$ cat config.mk
export PLATFORM = sky130hd
export DESIGN_NAME = alu16
export DESIGN_NICKNAME = d
export VERILOG_FILES = /design/src/rtl/alu16.sv
export SDC_FILE = /design/constraint.sdc
export NUM_CORES = 1
export LEC_CHECK = 0
export ABC_AREA = 1
export CAP_MARGIN = 20
export CORE_MARGIN = 4
export CORE_UTILIZATION = 30
export CTS_CLUSTER_DIAMETER = 200
export CTS_CLUSTER_SIZE = 28
export DETAILED_ROUTE_END_ITERATION = 6
export PLACE_DENSITY = 0.59
export SYNTH_ARGS = -nofsm -noshare
export SYNTH_HDL_FRONTEND = slang
export SYNTH_SLANG_ARGS = --single-unit
$ cat constraint.sdc
create_clock -name clk -period 4.9 [get_ports clk]
set_clock_uncertainty 0.15 [all_clocks]
set_input_delay 0.98 -clock clk [delete_from_list [all_inputs] [get_ports clk]]
set_output_delay 0.98 -clock clk [all_outputs]
set_load 0.05 [all_outputs]
$ cat src/rtl/alu16.sv
// Sequential 16-bit ALU: ADD/SUB in one execute cycle, Booth multiply and restoring divide over 16 cycles.
// Define ALU_DIV_EN to build the divider; without it opcode 0011 behaves as a reserved opcode.
module alu16 (
    input  logic        clk,
    input  logic        rst_b,
    input  logic        start,
    input  logic [3:0]  s,
    input  logic [15:0] inbus,
    output logic [15:0] outbus,
    output logic        finish,
    output logic        negative,
    output logic        zero,
    output logic        carry,
    output logic        overflow
);
    localparam logic [3:0] OP_ADD = 4'b0000;
    localparam logic [3:0] OP_SUB = 4'b0001;
    localparam logic [3:0] OP_MUL = 4'b0010;
    localparam logic [3:0] OP_DIV = 4'b0011;

    typedef enum logic [2:0] {IDLE, LOAD_M, LOAD_Q, EXEC, ITER, OUT_HI, OUT_LO} state_t;

    state_t      state, nextstate;
    logic [3:0]  opreg;
    logic [15:0] mreg;
    logic [15:0] qreg;
    logic [15:0] a_out;
    logic        q1;
    logic [3:0]  cnt;

    logic        ismul, isdiv, isaddsub, issub;
    logic [15:0] addend;
    logic [16:0] sum17;
    logic [16:0] boothsum;

    assign ismul    = (opreg == OP_MUL);
    assign issub    = (opreg == OP_SUB);
    assign isaddsub = (opreg == OP_ADD) || issub;
`ifdef ALU_DIV_EN
    assign isdiv    = (opreg == OP_DIV);
`else
    assign isdiv    = 1'b0;
`endif

    // SUB reuses the adder as Q + ~M + 1, so carry means "no borrow".
    assign addend = issub ? ~mreg : mreg;
    assign sum17  = {1'b0, qreg} + {1'b0, addend} + {16'd0, issub};

    always_comb begin
        boothsum = {a_out[15], a_out};
        case ({qreg[0], q1})
            2'b10:   boothsum = {a_out[15], a_out} - {mreg[15], mreg};
            2'b01:   boothsum = {a_out[15], a_out} + {mreg[15], mreg};
            default: boothsum = {a_out[15], a_out};
        endcase
    end

`ifdef ALU_DIV_EN
    logic [16:0] divshift;
    logic        divfits;
    assign divshift = {a_out, qreg[15]};
    assign divfits  = (divshift >= {1'b0, mreg});
`endif

    always_ff @(posedge clk) begin
        if (!rst_b) state <= IDLE;
        else        state <= nextstate;
    end

    // Next state plus the result-word mux; outbus is idle-zero outside the two output states.
    always_comb begin
        nextstate = state;
        outbus    = 16'h0000;
        finish    = 1'b0;
        case (state)
            IDLE:    if (start) nextstate = LOAD_M;
            LOAD_M:  nextstate = LOAD_Q;
            LOAD_Q:  nextstate = (ismul || isdiv) ? ITER : EXEC;
            EXEC:    nextstate = OUT_LO;
            ITER:    if (cnt == 4'd15) nextstate = OUT_HI;
            OUT_HI: begin
                nextstate = OUT_LO;
                outbus    = isdiv ? qreg : a_out;
            end
            OUT_LO: begin
                nextstate = IDLE;
                outbus    = isdiv ? a_out : qreg;
                finish    = 1'b1;
            end
            default: nextstate = IDLE;
        endcase
    end

    // Datapath and flags; flags change only on the edge that enters OUT_LO.
    always_ff @(posedge clk) begin
        if (!rst_b) begin
            opreg    <= 4'd0;
            mreg     <= 16'd0;
            qreg     <= 16'd0;
            a_out    <= 16'd0;
            q1       <= 1'b0;
            cnt      <= 4'd0;
            negative <= 1'b0;
            zero     <= 1'b0;
            carry    <= 1'b0;
            overflow <= 1'b0;
        end else begin
            case (state)
                IDLE:   if (start) opreg <= s;
                LOAD_M: mreg <= inbus;
                LOAD_Q: begin
                    qreg  <= inbus;
                    a_out <= 16'd0;
                    q1    <= 1'b0;
                    cnt   <= 4'd0;
                end
                EXEC: begin
                    if (isaddsub) begin
                        qreg     <= sum17[15:0];
                        negative <= sum17[15];
                        zero     <= (sum17[15:0] == 16'd0);
                        carry    <= sum17[16];
                        overflow <= (qreg[15] == addend[15]) && (sum17[15] != qreg[15]);
                    end else begin
                        qreg     <= 16'd0;
                        negative <= 1'b0;
                        zero     <= 1'b1;
                        carry    <= 1'b0;
                        overflow <= 1'b0;
                    end
                end
                ITER: begin
                    cnt <= cnt + 4'd1;
`ifdef ALU_DIV_EN
                    if (isdiv) begin
                        a_out <= divfits ? 16'(divshift - {1'b0, mreg}) : divshift[15:0];
                        qreg  <= {qreg[14:0], divfits};
                    end else
`endif
                    begin
                        a_out <= boothsum[16:1];
                        qreg  <= {boothsum[0], qreg[15:1]};
                        q1    <= qreg[0];
                    end
                end
                OUT_HI: begin
                    carry <= 1'b0;
                    if (isdiv) begin
                        negative <= qreg[15];
                        zero     <= (qreg == 16'd0);
                        overflow <= (mreg == 16'd0);
                    end else begin
                        negative <= a_out[15];
                        zero     <= ({a_out, qreg} == 32'd0);
                        overflow <= (a_out != {16{qreg[15]}});
                    end
                end
                default: ;
            endcase
        end
    end
endmodule

==> load_flow_metrics.sql <==
INSERT INTO impl_metrics (metric_group, metric, value, unit) VALUES
('run_status', 'run_status', 'finished, final reports clean', ''),
('worst_setup_path', 'timing.setup.critical_path_class', 'flop to output port', ''),
('worst_setup_path', 'crit_chain', 'inv_1 > nor3_2 > inv_1 > o22ai_1 > clkdlybuf4s50_1', ''),
('clocking', 'clk_pin_slew_worst_paths', '0.05', 'ns'),
('routing', 'vias_per_cell', '5.193', ''),
('sta', 'clock.fmax', '0.2572', 'GHz'),
('worst_setup_path', 'timing.reg2reg.worst_path_depth', '14', ''),
('job', 'max_cap_viol_count', '0', ''),
('worst_setup_path', 'max_stage_delay', '0.87', 'ns'),
('floorplan', 'die_area', '0.01983', 'mm2'),
('synth', 'dominantRegCellSynth', 'dfxtp_1', ''),
('global_route', 'gr-usage-all-layers', '16.91', '%'),
('layout', 'finalCoreUtilization', '35.89', '%'),
('floorplan', 'design.core.area', '0.01730', 'mm2'),
('floorplan', 'die_width', '140.8', 'um'),
('synth', 'flip_flop_and_latch_count_after_synthesis', '64', ''),
('sta', 'finalHoldViolCount', '0', ''),
('pwr', 'peak_vdd_ir', '210.3', 'uV'),
('synth', 'postSynthCellCount', '784', ''),
('synth', 'yosysSeqAreaShare', '24.21', '%'),
('global_route', 'global_route_wire_length_before_repair', '27350', 'um'),
('clocking', 'tritoncts', 'done', ''),
('global_route', 'vias_in_the_first_global_route', '5296', ''),
('global_route', 'grt_antenna_before_repair', '0', ''),
('sta', 'worstMarginPinSlew', '0.9281', 'ns'),
('clocking', 'clk_path_buf_depth', '2', ''),
('clocking', 'clock-root-buffer', 'clkbuf_16', ''),
('worst_setup_path', 'crit_required', '3.77', 'ns'),
('sta', 'min_period_over_period', '79.35', '%'),
('clocking', 'cts.repair.resized', '0', ''),
('sta', 'timing.max_slew.rel_slack', '38.06', '%'),
('clocking', 'cts.sink_count', '64', ''),
('global_route', 'grt_start_max_net_pins', '38', ''),
('synth', 'syn-num-nets', '844', ''),
('min_path', 'worst_hold_path.num_cells', '1', ''),
('sta', 'report.final.slew_viol_count', '0', ''),
('layout', 'filler_cell_count', '1909', ''),
('worst_setup_path', 'critPathArrivalTime', '2.76', 'ns'),
('routing', 'via_count', '5437', ''),
('layout', 'layout.cells.most_common', 'nand2_1', ''),
('layout', 'area_growth_syn_to_fin', '17.31', '%'),
('synth', 'synth.top_cells.by_area', 'dfxtp_1 24%, nand2_1 11%, ha_1 8.3%', ''),
('routing', 'detailed_route_wire_length', '16680', 'um'),
('floorplan', 'initial_core_util', '30.59', '%'),
('synth', 'synthDominantCellAreaShare', '24.21', '%'),
('layout', 'insertedDiodeCount', '0', ''),
('layout', 'layout.cells.most_common_list', '162 x nand2_1, 93 x inv_1, 83 x a21oi_1, 64 x dfxtp_1, 51 x o21ai_0', ''),
('floorplan', 'die_y', '140.8', 'um'),
('routing', 'first_pass_iters', '7', ''),
('place', 'port_buffers', '43', ''),
('synth', 'synthesis.area_per_instance', '6.749', 'um2'),
('floorplan', 'placement_rows', '48', ''),
('routing', 'ant_nets', '0', ''),
('worst_setup_path', 'cp.buffers_inverters', '3', ''),
('worst_setup_path', 'cpLargestDelayFamily', 'buffers and inverters', ''),
('pwr', 'p_leak', '2.554', 'nW'),
('synth', 'synth_top_cell_by_area', 'dfxtp_1', ''),
('global_route', 'globalRoute.totalOverflow', '0', ''),
('layout', 'drive_above_1_share', '8.394', '%'),
('synth', 'synth_area', '0.005291', 'mm2'),
('synth', 'synth.lib_cells_used.distinct', '45', ''),
('worst_setup_path', 'cp.depth', '5', ''),
('layout', 'final_nets', '877', ''),
('sta', 'final-setup-viol-count', '0', ''),
('clocking', 'insertion_delay', '0.34', 'ns'),
('pwr', 'post_route_total_power', '3.851', 'mW'),
('worst_setup_path', 'worst_path_max_delay_cell', 'clkdlybuf4s50_1', ''),
('sta', 'final_period_minus_worst_setup_slack', '3.888', 'ns'),
('synth', 'synth_edf_count', '0', ''),
('worst_setup_path', 'timing.critical_path.from_type', 'flop', ''),
('worst_setup_path', 'worst_path_most_repeated_cell', 'inv_1', '');
==> routing by layer <==
layer  share of wire [%]  up-vias  routed length, um  global-route usage [%]
met4                 1.2        0                204                   3.570
met2                  44      154               7273                   26.44
met1                  49     2517               8175                   24.12
met3                 6.1       16               1025                   3.392
met5                   0        -                  0                       0
li1                    -     2750                  -                       -
==> area by class of cell <==
cell class | count | area [um2] | area share (%)
Multi-Input combinational cell | 594 | 3526 | 56.80
Inverter | 102 | 382.9 | 6.168
Sequential cell | 64 | 1281 | 20.64
Clock buffer | 11 | 242.7 | 3.911
Timing Repair Buffer | 46 | 460.4 | 7.418
Tap cell | 225 | 281.5 | 4.535
Clock inverter | 5 | 32.53 | 0.5241
==> through the flow <==
step	area, um2	setup slack, ns	hold WS, ns	cells
6_report	6207	1.012	0.3205	1047
2_1_floorplan	5291	1.837	0.2844	784
3_3_place_gp	5917	1.396	0.3060	1030
4_1_cts	6192	1.051	0.3210	1046
5_1_grt	6207	0.8301	0.3379	1047
3_5_place_dp	5917	1.414	0.3131	1030
==> cell usage after synthesis, drive strengths merged, types with 10 or more instances <==
cell type and instances:
o21ai 56, a31oi 10, nor2 53, a21oi 87
inv 100, clkbuf 16, nor4 10, ha 35
nand3 40, dfxtp 64, nand2 174, a221oi 17
xor2 37, nand4 11, nor3 12, o22ai 13
==> report_power, final <==
group,internal [mW],switching (mW),total [mW]
clock,0.354,0.247,0.601
sequential,0.647,0.135,0.782
combinational,0.840,1.63,2.47
total,1.84,2.01,3.85
==> cells by family (layout without fill, tap and decap cells) <==
group	after synthesis	after routing	synth area share [%]
adders and majority gates	37	37	9.033
buffers and inverters	126	164	9.151
and+or+nand+nor	303	303	26.77
DFF	64	64	24.21
xor gates and xnor gates	41	41	6.786
AOI/OAI and AO/OA	213	213	24.05
==> sequential cells by signal (all words and copies together), names as in the netlist <==
register and count:
carry 1, mreg 16, q1 1, state 3, opreg 4, zero 1, cnt 4, a_out 16
overflow 1, qreg 16, negative 1
==> final timing paths <==
check | startpoint | to | slack (ns)
setup / recovery | state[0]$_SDFFE_PN0P_ | outbus[10] | 1.01
hold / removal | cnt[2]$_SDFFE_PN0P_ | cnt[2]$_SDFFE_PN0P_ | 0.32
setup reg to reg | qreg[0]$_SDFFE_PN0P_ | a_out[12]$_SDFFE_PN0P_ | 1.41
hold reg to reg | cnt[2]$_SDFFE_PN0P_ | cnt[2]$_SDFFE_PN0P_ | 0.32
No activity file was read; power rests on OpenSTA's default activity.
